===== config.mk =====
export PLATFORM = sky130hd
export DESIGN_NAME = ra_ddr_exerciser
export DESIGN_NICKNAME = d
export VERILOG_FILES = /design/src/rtl/ra_ddr_exerciser.sv
export SDC_FILE = /design/constraint.sdc
export NUM_CORES = 1
export LEC_CHECK = 0
export CAP_MARGIN = 20
export CORE_AREA = 5 5 189 191
export CTS_BUF_LIST = sky130_fd_sc_hd__clkbuf_4
export DETAILED_ROUTE_END_ITERATION = 8
export DIE_AREA = 0 0 194 196
export GPL_TIMING_DRIVEN = 0
export PLACE_DENSITY = 0.5
export SLEW_MARGIN = 20
export SYNTH_ARGS = -nofsm -noshare
export SYNTH_HDL_FRONTEND = slang
export SYNTH_SLANG_ARGS = --single-unit

===== constraint.sdc =====
create_clock -name clk -period 4.4 [get_ports clk]
set_input_delay 0.88 -clock clk [delete_from_list [all_inputs] [get_ports clk]]
set_output_delay 0.88 -clock clk [all_outputs]
set_load 0.01 [all_outputs]

===== src/rtl/ra_ddr_exerciser.sv =====
// Host-side traffic source for the 4R/2W DDR test array: writes a pattern to every
// word, reads it back on all four read ports and reports mismatch statistics.
module ra_ddr_exerciser #(
    parameter int DEPTH  = 64,
    parameter int ADR_W  = 6,
    parameter int DAT_W  = 72,
    parameter int RD_LAT = 2
) (
    input  logic             clk,
    input  logic             reset,
    input  logic             start,
    input  logic [1:0]       pattern_sel,
    output logic             busy,
    output logic             done,
    output logic             pass,
    output logic [7:0]       fail_cnt,
    output logic [ADR_W-1:0] fail_adr,
    output logic [1:0]       fail_port,
    output logic             wr_enb_0,
    output logic             wr_enb_1,
    output logic [ADR_W-1:0] wr_adr_0,
    output logic [ADR_W-1:0] wr_adr_1,
    output logic [DAT_W-1:0] wr_dat_0,
    output logic [DAT_W-1:0] wr_dat_1,
    output logic             rd_enb_0,
    output logic             rd_enb_1,
    output logic             rd_enb_2,
    output logic             rd_enb_3,
    output logic [ADR_W-1:0] rd_adr_0,
    output logic [ADR_W-1:0] rd_adr_1,
    output logic [ADR_W-1:0] rd_adr_2,
    output logic [ADR_W-1:0] rd_adr_3,
    input  logic [DAT_W-1:0] rd_dat_0,
    input  logic [DAT_W-1:0] rd_dat_1,
    input  logic [DAT_W-1:0] rd_dat_2,
    input  logic [DAT_W-1:0] rd_dat_3
);

    typedef enum logic [2:0] {IDLE, WRITE, READ, DRAIN, DONE} state_e;

    state_e                        state_q, state_d;
    logic [ADR_W-1:0]              cnt_q, cnt_d;
    logic [1:0]                    pat_q, pat_d;
    logic                          busy_q, busy_d, done_q, done_d, pass_q, pass_d;
    logic [7:0]                    fail_cnt_q, fail_cnt_d;
    logic [ADR_W-1:0]              fail_adr_q, fail_adr_d;
    logic [1:0]                    fail_port_q, fail_port_d;
    logic [1:0]                    wr_enb_q, wr_enb_d;
    logic [1:0][ADR_W-1:0]         wr_adr_q, wr_adr_d;
    logic [1:0][DAT_W-1:0]         wr_dat_q, wr_dat_d;
    logic [3:0]                    rd_enb_q, rd_enb_d;
    logic [3:0][ADR_W-1:0]         rd_adr_q, rd_adr_d;
    logic [RD_LAT-1:0][3:0]        vld_pipe_q;
    logic [RD_LAT-1:0][3:0][ADR_W-1:0] adr_pipe_q;
    logic [3:0][DAT_W-1:0]         rd_dat;
    logic [3:0]                    mis;
    logic [2:0]                    nmis;
    logic [8:0]                    sum;
    logic                          go;

    assign rd_dat = {rd_dat_3, rd_dat_2, rd_dat_1, rd_dat_0};

    function automatic logic [DAT_W-1:0] pat_f(input logic [1:0] sel, input logic [ADR_W-1:0] a);
        logic [DAT_W-1:0] d;
        d = '0;
        case (sel)
            2'd0: d = '0;
            2'd1: d = '1;
            2'd2: for (int i = 0; i < DAT_W; i++) d[i] = (i % 2 == 1) ^ a[0];
            default: d = {(DAT_W/ADR_W){a}};
        endcase
        return d;
    endfunction

    always_comb begin
        state_d = state_q;
        cnt_d   = cnt_q;
        go      = (state_q == IDLE) && start;
        pat_d   = go ? pattern_sel : pat_q;
        case (state_q)
            IDLE:  if (start) begin state_d = WRITE; cnt_d = '0; end
            WRITE: if (cnt_q == ADR_W'(DEPTH/2-1)) begin state_d = READ; cnt_d = '0; end
                   else cnt_d = cnt_q + 1'b1;
            READ:  if (cnt_q == ADR_W'(DEPTH/4-1)) begin state_d = DRAIN; cnt_d = '0; end
                   else cnt_d = cnt_q + 1'b1;
            DRAIN: if (cnt_q == ADR_W'(RD_LAT-1)) begin state_d = DONE; cnt_d = '0; end
                   else cnt_d = cnt_q + 1'b1;
            default: begin state_d = IDLE; cnt_d = '0; end
        endcase

        // Output registers are loaded from the next state so each beat lines up with its state.
        wr_enb_d = '0; wr_adr_d = '0; wr_dat_d = '0;
        rd_enb_d = '0; rd_adr_d = '0;
        if (state_d == WRITE) begin
            for (int w = 0; w < 2; w++) begin
                wr_enb_d[w] = 1'b1;
                wr_adr_d[w] = {cnt_d[ADR_W-2:0], 1'(w)};
                wr_dat_d[w] = pat_f(pat_d, wr_adr_d[w]);
            end
        end
        if (state_d == READ) begin
            for (int n = 0; n < 4; n++) begin
                rd_enb_d[n] = 1'b1;
                rd_adr_d[n] = {cnt_d[ADR_W-3:0], 2'(n)};
            end
        end

        nmis = '0;
        for (int n = 0; n < 4; n++) begin
            mis[n] = vld_pipe_q[RD_LAT-1][n] &&
                     (rd_dat[n] != pat_f(pat_q, adr_pipe_q[RD_LAT-1][n]));
            nmis   = nmis + 3'(mis[n]);
        end
        sum = {1'b0, fail_cnt_q} + 9'(nmis);

        fail_cnt_d  = sum[8] ? 8'hFF : sum[7:0];
        fail_adr_d  = fail_adr_q;
        fail_port_d = fail_port_q;
        // A saturating count never returns to zero, so zero means no mismatch yet this run.
        if (fail_cnt_q == 8'd0) begin
            for (int n = 3; n >= 0; n--) begin
                if (mis[n]) begin
                    fail_adr_d  = adr_pipe_q[RD_LAT-1][n];
                    fail_port_d = 2'(n);
                end
            end
        end
        pass_d = pass_q;
        if (go) begin
            fail_cnt_d = '0; fail_adr_d = '0; fail_port_d = '0; pass_d = 1'b0;
        end else if (state_d == DONE) begin
            pass_d = (fail_cnt_d == 8'd0);
        end
        busy_d = (state_d == WRITE) || (state_d == READ) || (state_d == DRAIN);
        done_d = (state_d == DONE);
    end

    always_ff @(posedge clk or negedge reset) begin
        if (!reset) begin
            state_q     <= IDLE;
            cnt_q       <= '0;
            pat_q       <= '0;
            busy_q      <= 1'b0;
            done_q      <= 1'b0;
            pass_q      <= 1'b0;
            fail_cnt_q  <= '0;
            fail_adr_q  <= '0;
            fail_port_q <= '0;
            wr_enb_q    <= '0;
            wr_adr_q    <= '0;
            wr_dat_q    <= '0;
            rd_enb_q    <= '0;
            rd_adr_q    <= '0;
            vld_pipe_q  <= '0;
            adr_pipe_q  <= '0;
        end else begin
            state_q     <= state_d;
            cnt_q       <= cnt_d;
            pat_q       <= pat_d;
            busy_q      <= busy_d;
            done_q      <= done_d;
            pass_q      <= pass_d;
            fail_cnt_q  <= fail_cnt_d;
            fail_adr_q  <= fail_adr_d;
            fail_port_q <= fail_port_d;
            wr_enb_q    <= wr_enb_d;
            wr_adr_q    <= wr_adr_d;
            wr_dat_q    <= wr_dat_d;
            rd_enb_q    <= rd_enb_d;
            rd_adr_q    <= rd_adr_d;
            vld_pipe_q[0] <= rd_enb_q;
            adr_pipe_q[0] <= rd_adr_q;
            for (int i = 1; i < RD_LAT; i++) begin
                vld_pipe_q[i] <= vld_pipe_q[i-1];
                adr_pipe_q[i] <= adr_pipe_q[i-1];
            end
        end
    end

    assign busy      = busy_q;
    assign done      = done_q;
    assign pass      = pass_q;
    assign fail_cnt  = fail_cnt_q;
    assign fail_adr  = fail_adr_q;
    assign fail_port = fail_port_q;
    assign wr_enb_0  = wr_enb_q[0];
    assign wr_enb_1  = wr_enb_q[1];
    assign wr_adr_0  = wr_adr_q[0];
    assign wr_adr_1  = wr_adr_q[1];
    assign wr_dat_0  = wr_dat_q[0];
    assign wr_dat_1  = wr_dat_q[1];
    assign rd_enb_0  = rd_enb_q[0];
    assign rd_enb_1  = rd_enb_q[1];
    assign rd_enb_2  = rd_enb_q[2];
    assign rd_enb_3  = rd_enb_q[3];
    assign rd_adr_0  = rd_adr_q[0];
    assign rd_adr_1  = rd_adr_q[1];
    assign rd_adr_2  = rd_adr_q[2];
    assign rd_adr_3  = rd_adr_q[3];

endmodule

# --- Word level (Yosys, flattened, before mapping) ---
# Index checks and enable logic that the tools add are counted.
# Widths: inputs -> output; s select.
op_classes:
  n_reduce_logical: 16
  mux: 38
  eq_ne: 19
  bitwise: 4
  addsub: 5
ops:
  columns: ["operator", "count"]
  rows:
  - ["$pmux 72 s3", 6]
  - ["$ne 72x72->1", 4]
  - ["$mux 144", 1]
  - ["$mux 6", 10]
  - ["$mux 24", 1]
  - ["$pmux 6 s4", 1]
  - ["$logic_not 8->1", 2]
  - ["$mux 2", 8]
  - ["$mux 8", 2]
  - ["$eq 3x2->1 const B", 4]
  - ["$mux 12", 1]
  - ["$mux 3", 4]
  - ["$pmux 3 s4", 1]
  - ["$add 8x3->9", 1]
  - ["$add 6x1->6 const B", 1]
  - ["$eq 3x1->1 const B", 2]
  - ["$eq 6x1->1 const B", 1]
  - ["$eq 6x4->1 const B", 1]
  - ["$eq 6x5->1 const B", 1]
  - ["$logic_and 1x1->1", 5]
  - ["$reduce_bool 5->1", 1]
  - ["$eq 2x1->1 const B", 2]
  - ["$eq 2x2->1 const B", 2]
  - ["$logic_not 2->1", 2]
  - ["12 further kinds", 18]
word_totals:
  out_inout_bits: 205
  input_bits: 293
  ff_bits: 272

# --- Depth between registers and ports, before layout ---
# Gate-level depths: netlist (run 1).
depth:
  word_depth: 12
  mapped_depth: 22

# --- Worst setup path before layout (run 1) ---
# Ideal clock, no wire load.
synth_path:
  path_type: "in2reg"
  from: "input rd_dat_2[11]"
  to: "register pass_q (netlist: pass)"
  path_stages: 19
  path_buffers: 0
  setup_ns: 0.072
  slack_ns: -0.267
  arrival_time_ns: 4.594
  path_cell_list: "or4_1 -> nor4_1 -> mux2i_1 -> a2111oi_1 -> nand4_1 -> and2_2 -> fa_1 -> inv_1 -> fa_1 -> inv_1 -> fa_1 -> nand2_1 -> nor2_1 -> nand2_1 -> mux2i_1 -> nand2_1 -> nor4_1 -> mux2i_1 -> nor2_1"
synth_via:
  elab_chain_len: 9
synth_lines:
  columns: ["item", "line_no", "source"]
  rows:
  - ["start, declared", "35", "input logic [DAT_W-1:0] rd_dat_2,"]
  - ["$ne 72x72->1", "111", "(rd_dat[n] != pat_f(pat_q, adr_pipe_q[RD_LAT-1][n]));"]
  - ["$logic_and 1x1->1", "110", "mis[n] = vld_pipe_q[RD_LAT-1][n] &&"]
  - ["$add 2x1->3", "112", "nmis = nmis + 3'(mis[n]);"]
  - ["$add 3x1->3", "112", null]
  - ["$add 8x3->9", "114", "sum = {1'b0, fail_cnt_q} + 9'(nmis);"]
  - ["$mux 8", "116", "fail_cnt_d = sum[8] ? 8'hFF : sum[7:0];"]
  - ["$logic_not 8->1", "132", "pass_d = (fail_cnt_d == 8'd0);"]
  - ["$mux 1", "131", "end else if (state_d == DONE) begin"]
  - ["$mux 1", "129", "if (go) begin"]
  - ["end signal, assigned", "162", "pass_q <= pass_d;"]
  - ["end, declared", "44", "logic busy_q, busy_d, done_q, done_d, pass_q, pass_d;"]
# No other way between the ends. The select of a mux whose other input is x is not followed.
# A chain may end at the register's enable or synchronous reset.

# --- Worst setup path after layout (run 1) ---
layout_path:
  from: "input rd_dat_2[8]"
  to: "register pass_q (netlist: pass)"
# Same word-level chain as after synthesis.

==> qor.txt, run 1 <==
Seq cells post-synth - 63
Logic gate share of total power - 32.3%
Seq/Total Area, Yosys - 27.0%
Slew margin rel. - 41.6%
Largest net degree at the start of global routing - 34
Pwr Density - 118 mW/mm²
Fin cells - 1695
Antenna viol nets, final - 0
Hold Path End - adr_pipe_q[46]
Worst path bufs/invs - 4
Endpoints failing setup - 1
Initial Util - 17.2%
Total CTS buffers - 9
Max H-tree Level - 3
Distinct cells, synth - 65
Fill count - 3492
Synth top area share - 27.0%
Final nets - 1538
Hold crit path type - reg2reg
Slew Viols, Final - 0
Share of layout cells above drive strength 1 - 20.9%
Initial antenna violation count - 4
Routed vias/inst - 4.22
Cell area after synthesis - 0.00585 mm²
R2R cell count - 19
Remaining Overflow, GRT - 0
Flop-to-flop setup slack - -210 ps
Overall Global Routing Usage - 15.5%
First-pass GRT wire length - 45600 µm
Dpl ws - -1570 ps
Clock transition at path regs - 110 ps
Area Overhead vs Synth - 102%
F_max - 216 MHz
Crit path max-delay family - simple AND/OR/NAND/NOR gates
Core Rows - 68
Vias - 7158
Violated checks - negative setup slack
RSZ-0062 raised after global routing - true
Asr flop ratio synth - 100%
CP Launch Type - input pin
Flop pwr share - 41.9%
DIE AREA - 0.0380 mm²
CTS tree - done
Top Ports - 498
Worst slew pin tran - 868 ps
Clock tree buffer depth - 2
Mapped Cells - 706
Dpl cells - 1658
Hold Path Cell Cnt - 0
# port buffers - 492
Synthesis Warnings - 0
Fin crit period - 4640 ps
Setup crit end kind - flip-flop
Reg2reg end - pass
Drt pass-1 iters - 4
Sw Ratio - 29.2%
Initial DRC count - 232
Core area - 0.0339 mm²
DP HPWL - 26800 µm
Hold violation total from the final report - 0
Clock Root Buffer - clkbuf_4
Hold slack - 364 ps
Pint - 0.987 mW
Die X - 194 µm
Top_reg_cell synth - dfrtp_1
Clock Power Share - 25.7%
LEAKAGE - 4.74 nW
MaxCap Viol Count - 0
Final GP Congestion - 0.923
Final wirelength - 31400 µm
Vias in the first global route - 7074
Mean cell area of the mapped netlist - 8.29 µm²
Final worst-path setup slack - -240 ps
Number of enable flip-flop cells after synthesis - 0
Number of remaining DRC errors - 0
NetSw - 0.406 mW
Routed length per instance - 18.6 µm
Min-delay src - adr_pipe_q[22]
RR Startpoint - pat_q[0]
Critical-path cell list - clkdlybuf4s50_1 -> nand4_1 -> or4_4 -> a2111oi_4 -> nand4_1 -> and2_4 -> fa_1 -> inv_2 -> fa_2 -> inv_2 -> fa_2 -> buf_6 -> or3_1 -> o21ai_1 -> nand3_1 -> nor4_2 -> mux2i_1 -> nor2_1
Crit path kind - in2reg
Final worst-path cycle share - 105%
Worst-path fanout max - 2
CTS Sinks - 63
Yosys top cell by area - dfrtp_1
CP arrival - 4990 ps
Data required, critical path - 4750 ps
Final core utilization - 34.9%
Status - complete, but fails checks
Crit path max-delay cell type - or4_4
VDD IR max - 0.0882 mV
Largest stage delay, worst path - 530 ps
CTS hold repair buffers - 0
Clk_skew - 9.84 ps
Largest cells by area after synthesis - dfrtp_1, buf_4, nand4_1
Clock Latency Late Sink - 420 ps
Die Ht - 196 µm
-- cells in the final DEF (no fill, tap or decap), drive strengths merged, types with 6 or more instances in the layout --
cell type        n
a21oi           24
a31oi           10
and3             7
and4             9
buf            187
clkbuf          18
clkdlybuf4s50  477
dfrtp           63
dlygate4sd2     10
ha              11
inv             19
mux2i           20
nand2           48
nand2b           9
nand3           27
nand4           56
nor2            40
nor2b            6
nor3            23
nor4            50
o21ai           14
or3              7
or4             24
-- flip-flops by register name, indices dropped and copies added (netlist names) --
signal / count
rd_adr_0: 1
fail_cnt: 8
wr_adr_0: 1
wr_adr_1: 4
busy: 1
wr_dat_1: 6
rd_adr_3: 3
state_q: 3
vld_pipe_q: 2
cnt_q: 6
fail_port: 2
wr_enb_q: 1
fail_adr: 6
pat_q: 2
rd_enb_q: 1
adr_pipe_q: 8
wr_dat_0: 6
pass: 1
done: 1
-- synthesized netlist by cell type, types with 2 or more instances --
master,number
a2111oi_2,2
a211oi_1,3
a21o_1,4
a21oi_1,24
a221oi_1,2
a31o_2,2
a31oi_1,10
and3_1,7
and4_1,9
buf_4,164
clkbuf_1,8
dfrtp_1,63
fa_1,3
ha_1,11
inv_1,18
mux2_4,4
mux2i_1,20
nand2_1,48
nand2b_1,8
nand3_1,24
nand3_2,2
nand3b_1,3
nand4_1,56
nor2_1,40
nor2b_1,6
nor3_1,23
nor3b_1,4
nor4_1,50
o2111ai_1,2
o21ai_0,12
o21bai_1,2
o221ai_1,2
o22ai_1,3
or2_2,3
or3_1,7
or4_1,23
xnor2_1,5
xor2_1,2
-- per-layer routing --
metal | part of all wire [%] | GRT usage, % | wire length [µm] | vias up
met4 | 1.9 | 4.40 | 601 | 0
met1 | 40 | 18.5 | 12700 | 3337
met5 | 0 | 0 | 0 | -
met2 | 52 | 27.7 | 16400 | 258
met3 | 5.6 | 3.68 | 1760 | 33
li1 | - | - | - | 3530
-- power groups by stage --
| stage | combinational, mW | clock [mW] | sequential, mW |
|---|---|---|---|
| after global routing | 0.486 | 0.409 | 0.586 |
| after detailed placement | 0.427 | 0 | 0.597 |
| after floorplan | 0.0844 | 0 | 0.595 |
| after CTS | 0.448 | 0.377 | 0.585 |
| after global placement | 0.421 | 0 | 0.597 |
| final | 0.451 | 0.359 | 0.585 |
-- worst register-to-register path, cell delays in order (launching register included) --
cell and delay (ps):
dfrtp_2 460, buf_12 150, ha_4 180, mux2i_4 200, or4_4 560, a2111oi_4 310
nand4_1 230, and2_4 210, fa_1 440, inv_2 70, fa_2 200, inv_2 40
fa_2 370, buf_6 140, or3_1 350, o21ai_1 90, nand3_1 90, nor4_2 250
mux2i_1 110, nor2_1 90
-- repair_timing --
item                                   CTS  global route
endpoints found under the hold margin    0             0
setup endpoints to repair                9             9
setup buffers                           13             6
pin swaps                               17            16
resized for setup                       52            15
-- stage by stage --
stage	cell area, µm²	power, mW	setup TNS (ps)
after floorplan	5880	0.679	-71.4
after global placement	11400	1.02	-10860
after detailed placement	11400	1.02	-10730
after CTS	11800	1.41	-830
after global routing	11800	1.48	-1310
final	11800	1.39	-240
-- how the worst max path moves through the flow --
stage / depth (start not counted) / from / to
after floorplan: 19 / rd_dat_2[11] / pass
after global placement: 20 / rd_dat_2[11] / pass
after CTS: 20 / pat_q[0] / pass
final: 18 / rd_dat_2[8] / pass
after global routing: 20 / rd_dat_2[41] / pass
after detailed placement: 20 / rd_dat_2[11] / pass
-- final cells by class --
cell class	instances	area, µm²	area share (%)
Antenna cell	4	10.0	0.0845
Sequential cell	63	1580	13.3
Tap cell	455	569	4.81
Buffer	172	1260	10.7
Timing Repair Buffer	511	5080	42.9
Multi-Input combinational cell	456	3160	26.7
Inverter	18	70.1	0.592
Clock inverter	7	48.8	0.412
Clock buffer	9	67.6	0.571
-- cell families (layout without fill, tap and decap cells) --
kind of cell | after synthesis | in the layout | synth area share (%)
flip-flops | 63 | 63 | 27.0
multiplexers | 25 | 25 | 4.64
XOR/XNOR | 7 | 7 | 1.05
adder cells (fa/ha/maj) | 14 | 14 | 3.38
AND/OR/NAND/NOR | 326 | 326 | 32.1
buffers and inverters | 191 | 717 | 22.8
AO/OA/AOI/OAI | 79 | 79 | 9.01
other | 1 | 9 | 0.0641
Note: power is estimated with default switching activity, not from simulation.
==> run 2, diff against run 1 <==
- DONT_BUFFER_PORTS: default -> 1
- PLACE_DENSITY: 0.5 -> 0.3
- SLEW_MARGIN: 20 -> default
==> qor.txt, run 2 (synthesis results as in run 1) <==
Violated checks - negative setup slack
# port buffers - 0 (-100%)
Cell mode on critical path - fa_2
CTS Sinks - 63 (unchanged)
Clock Latency Late Sink - 440 ps (+20 ps)
Area Overhead vs Synth - 19.4%
Pwr Density - 164 mW/mm² (+39%)
Die X - 194 µm (unchanged)
Max H-tree Level - 3 (unchanged)
Hold slack - 116 ps (-248 ps)
Final Power - 1.15 mW (-18%)
F_max - 220 MHz (+1.9%)
Vias in the first global route - 5364 (-24%)
Data required, critical path - 4770 ps (+20 ps)
Multi-input logic area - 0.00315 mm² (-0.24%)
Crit path kind - reg2reg
Total CTS buffers - 9 (unchanged)
LEAKAGE - 2.93 nW (-38%)
Slew Viols, Final - 0 (unchanged)
Worst slew pin tran - 871 ps (+2.44 ps)
Vias - 5424 (-24%)
FF+latch area - 0.00158 mm² (unchanged)
RSZ-0062 raised after global routing - true
Overall Global Routing Usage - 13.0% (-2.5 points)
Dpl ws - -1460 ps (+104 ps)
Final core utilization - 20.6% (-14 points)
Most common cell after layout, fill and taps aside - buf_4
Final Cell Area - 0.00698 mm² (-41%)
Status - complete, but fails checks
Remaining Overflow, GRT - 0 (unchanged)
Setup crit end kind - flip-flop
Initial antenna violation count - 1 (-3)
Top Ports - 498 (unchanged)
Core area - 0.0339 mm² (unchanged)
Critical-path cell list - buf_12 -> ha_4 -> nand2b_4 -> o21ai_4 -> mux2_4 -> a2111oi_4 -> nand4_1 -> and2_4 -> fa_1 -> inv_1 -> fa_2 -> inv_2 -> fa_2 -> buf_6 -> or3_1 -> o21ai_1 -> nand3_1 -> nor4_2 -> mux2i_1 -> nor2_1
Final worst-path setup slack - -154 ps (+86.4 ps)
Clock transition at path regs - 120 ps (about the same)
Clock tree buffer depth - 2 (unchanged)
CP arrival - 4930 ps (-60 ps)
Drt pass-1 iters - 4 (unchanged)
Routed vias/inst - 4.49 (+6.4%)
Slew margin rel. - 41.4% (-0.16 points)
Fill count - 3808 (+9.0%)
Routed length per instance - 22.5 µm (+21%)
CTS tree - done
Antenna viol nets, final - 0 (unchanged)
First-pass GRT wire length - 37400 µm (-18%)
Hold crit path type - in2async
MaxCap Viol Count - 0 (unchanged)
Crit path max-delay cell type - dfrtp_2
Clock Root Buffer - clkbuf_4
Final worst-path cycle share - 103% (-2.0 points)
Placed instance area - 0.00644 mm² (-43%)
Number of remaining DRC errors - 0 (unchanged)
CP Launch Type - flip-flop
Largest net degree at the start of global routing - 64 (+88%)
Final wirelength - 27100 µm (-14%)
Worst-path fanout max - 5 (+3)
DP HPWL - 23100 µm (-14%)
Initial Util - 17.2% (unchanged)
Core Rows - 68 (unchanged)
DIE AREA - 0.0380 mm² (unchanged)
CTS hold repair buffers - 0 (unchanged)
Most frequent cells in the layout - buf_4, dfrtp_1, nand4_1
Largest stage delay, worst path - 470 ps (-60 ps)
R2R cell count - 20 (+1)
Die Ht - 196 µm (unchanged)
Fin crit period - 4550 ps (-86.4 ps)
Endpoints failing setup - 2 (+1)
Hold violation total from the final report - 0 (unchanged)
Initial DRC count - 239 (+3.0%)
Share of layout cells above drive strength 1 - 34.1% (+13 points)
Final nets - 1053 (-32%)
VDD IR max - 0.0670 mV (-24%)
Clk_skew - 11.1 ps (+1.26 ps)
Final GP Congestion - 0.898 (-2.8%)
==> run 2: changes by cell type in the layout (fill, tap and decap cells not counted), moves of 3 or more <==
cell             before  now
clkdlybuf4s50_1     477    0
dlygate4sd2_1        10    0
buf_4               180  187
diode_2               4    1
==> run 2: what timing repair did <==
action,4_1_cts,5_1_grt
setup endpoints to repair,9,9
setup buffers,18,9
pin swaps,18,10
gates cloned,0,0
resized for setup,31,7
==> run 2: worst paths after layout <==
check	startpoint	end	slack [ps]
max	pat_q[1]	pass	-150
min	reset	wr_adr_0[5]	120
max reg2reg	pat_q[1]	pass	-150
min reg2reg	adr_pipe_q[5]	adr_pipe_q[41]	360
max in group asynchronous	reset	pat_q[0]	4170
min in group clk	adr_pipe_q[5]	adr_pipe_q[41]	360
==> run 2: final cells by class <==
class	count	share of cell area (%)
inverter	18	0.968
clock buffer	10	1.08
clock inverter	6	0.878
sequential	63	22.6
timing repair buffer	26	3.08
tap	455	8.15
buffer	172	18.1
antenna	1	0.0358
multi-input combinational	456	45.1
==> run 2: power by group <==
| part | internal (mW) | switching (mW) |
|---|---|---|
| clock | 0.177 | 0.240 |
| sequential | 0.581 | 0.00323 |
| combinational | 0.0697 | 0.0747 |
==> run 2: per-stage QoR <==
| step | std cells | TNS, ps |
|---|---|---|
| floorplan | 710 | -71.4 |
| global placement | 1165 | -10520 |
| detailed placement | 1165 | -9880 |
| CTS | 1198 | -261 |
| global route | 1207 | -1500 |
| finish | 1207 | -174 |
==> run 2: per-layer routing <==
layer / vias up / GRT usage [%] / share of wire (%)
met3: 41 / 4.00 / 7.9
met2: 261 / 22.9 / 51
met4: 0 / 4.40 / 2.9
met1: 2576 / 14.9 / 38
li1: 2546 / - / -
met5: - / 0 / 0
==> run 2: critical path: cells and delay by family, from the launching register on <==
family,cells,cell delay [ps]
AND/OR/NAND/NOR,7,1310
adder cells (fa/ha/maj),4,1300
flip-flops,1,470
buffers and inverters,4,400
AO/OA/AOI/OAI,3,570
multiplexers,2,440
==> run 3, diff against run 2 <==
- RECOVER_POWER: default -> 100
==> qor.txt, run 3 (synthesis results as in run 1) <==
Status - complete, but fails checks
Violated checks - negative setup slack
Clock transition at path regs - 120 ps (about the same)
Clock Root Buffer - clkbuf_4
Fin crit period - 4550 ps (-7.57 ps)
Flop-to-flop setup slack - -150 ps (about the same)
Fill count - 3945 (+3.6%)
Setup crit end kind - flip-flop
Die Ht - 196 µm (unchanged)
F_max - 220 MHz (+0.17%)
Multi-input logic area - 0.00312 mm² (-1.1%)
Final worst-path setup slack - -146 ps (+7.57 ps)
Initial Util - 17.2% (unchanged)
MaxCap Viol Count - 0 (unchanged)
Final GP Congestion - 0.898 (unchanged)
Slew Viols, Final - 0 (unchanged)
Vias - 5450 (+0.48%)
Post-route setup TNS - -159 ps (+14.5 ps)
Final worst-path cycle share - 103% (-0.17 points)
FF+latch area - 0.00158 mm² (unchanged)
Total CTS buffers - 9 (unchanged)
Die X - 194 µm (unchanged)
Largest net degree at the start of global routing - 64 (unchanged)
Slew margin rel. - 42.4% (+0.97 points)
Routed length per instance - 22.5 µm (+0.16%)
CP arrival - 4920 ps (about the same)
Number of remaining DRC errors - 0 (unchanged)
Top Ports - 498 (unchanged)
Final wirelength - 27200 µm (+0.16%)
Data required, critical path - 4770 ps (about the same)
Drt pass-1 iters - 5 (+1)
Most frequent cells in the layout - clkbuf_1, dfrtp_1, nand4_1
First-pass GRT wire length - 37400 µm (unchanged)
Share of layout cells above drive strength 1 - 12.3% (-22 points)
DIE AREA - 0.0380 mm² (unchanged)
DP HPWL - 23100 µm (unchanged)
Pwr Density - 180 mW/mm² (+9.9%)
CTS hold repair buffers - 0 (unchanged)
Worst-path fanout max - 5 (unchanged)
VDD IR max - 0.0673 mV (+0.51%)
# port buffers - 0 (unchanged)
Core area - 0.0339 mm² (unchanged)
Remaining Overflow, GRT - 0 (unchanged)
Most common cell after layout, fill and taps aside - clkbuf_1
CP Launch Type - flip-flop
LEAKAGE - 2.26 nW (-23%)
Endpoints failing setup - 2 (unchanged)
Vias in the first global route - 5364 (unchanged)
Max H-tree Level - 3 (unchanged)
Clock Latency Late Sink - 440 ps (about the same)
Initial DRC count - 219 (-8.4%)
Antenna viol nets, final - 0 (unchanged)
Clk_skew - 11.1 ps (-0.0347 ps)
Hold crit path type - in2async
RSZ-0062 raised after global routing - true
Area Overhead vs Synth - 8.64%
Hold violation total from the final report - 0 (unchanged)
Crit path kind - reg2reg
Initial antenna violation count - 1 (unchanged)
CTS Sinks - 63 (unchanged)
Worst slew pin tran - 856 ps (-14.5 ps)
Routed vias/inst - 4.52 (+0.48%)
Clock tree buffer depth - 2 (unchanged)
Final nets - 1053 (unchanged)
Core Rows - 68 (unchanged)
Final Power - 1.15 mW (unchanged)
Overall Global Routing Usage - 13.0% (unchanged)
Dpl ws - -1460 ps (unchanged)
CTS tree - done
[run 3: worst max-delay path, cell delays in order, from the launching register on]
cell	delay, ps
dfrtp_2	440
buf_4	170
ha_4	190
nand2b_4	180
o21ai_4	100
mux2_4	330
a2111oi_4	390
nand4_1	230
and2_4	210
fa_1	420
inv_1	80
fa_2	210
inv_2	40
fa_2	380
buf_6	140
or3_1	350
o21ai_1	80
nand3_1	100
nor4_2	240
mux2i_1	110
nor2_1	90
[run 3: layout make-up]
| cell class | count | area share (%) |
|---|---|---|
| diodes | 1 | 0.0394 |
| plain buffers | 172 | 10.5 |
| clock buffers | 10 | 1.18 |
| clock inverters | 6 | 0.965 |
| inverters | 18 | 1.06 |
| multi-input cells | 456 | 49.0 |
| flip-flops and latches | 63 | 24.8 |
| well taps | 455 | 8.96 |
| repair buffers | 26 | 3.39 |
[run 3: where the power goes]
group,switching (mW),total [mW],internal [mW]
registers,0.00315,0.584,0.581
clock network,0.241,0.419,0.177
logic,0.0742,0.143,0.0692
[run 3: per-layer routing]
metal  vias to the layer above  global-route usage [%]  share of wire (%)
met4                         0                    4.40                2.9
met2                       271                    22.9                 51
met3                        41                    4.00                8.1
met1                      2592                    14.9                 38
met5                         -                       0                  0
li1                       2546                       -                  -
[run 3: what timing repair did]
item,4_1_cts,5_1_grt
endpoints found under the setup margin,9,9
buffers inserted,18,9
resized for setup,31,7
pin swaps,18,10
[run 3: per-stage QoR]
step / utilization [%] / instances / cell area (µm²) / hold slack (ps)
6_report: 18.7 / 1207 / 6350 / 116
5_1_grt: 18.7 / 1207 / 6350 / 57.8
4_1_cts: 20.3 / 1198 / 6890 / 59.3
3_5_place_dp: 19.0 / 1165 / 6440 / 336
3_3_place_gp: 19.0 / 1165 / 6440 / 334
2_1_floorplan: - / 710 / 5880 / 331
[run 3: worst paths after layout]
| path | startpoint | endpoint | depth (start not counted) |
|---|---|---|---|
| worst max-delay path | pat_q[0] | pass | 20 |
| worst min-delay path | reset | wr_adr_0[5] | 0 |
| worst max register to register | pat_q[0] | pass | 20 |
| worst min register to register | adr_pipe_q[5] | adr_pipe_q[41] | 0 |
| max in group asynchronous | reset | pat_q[0] | 0 |
| min in group clk | adr_pipe_q[5] | adr_pipe_q[41] | 0 |
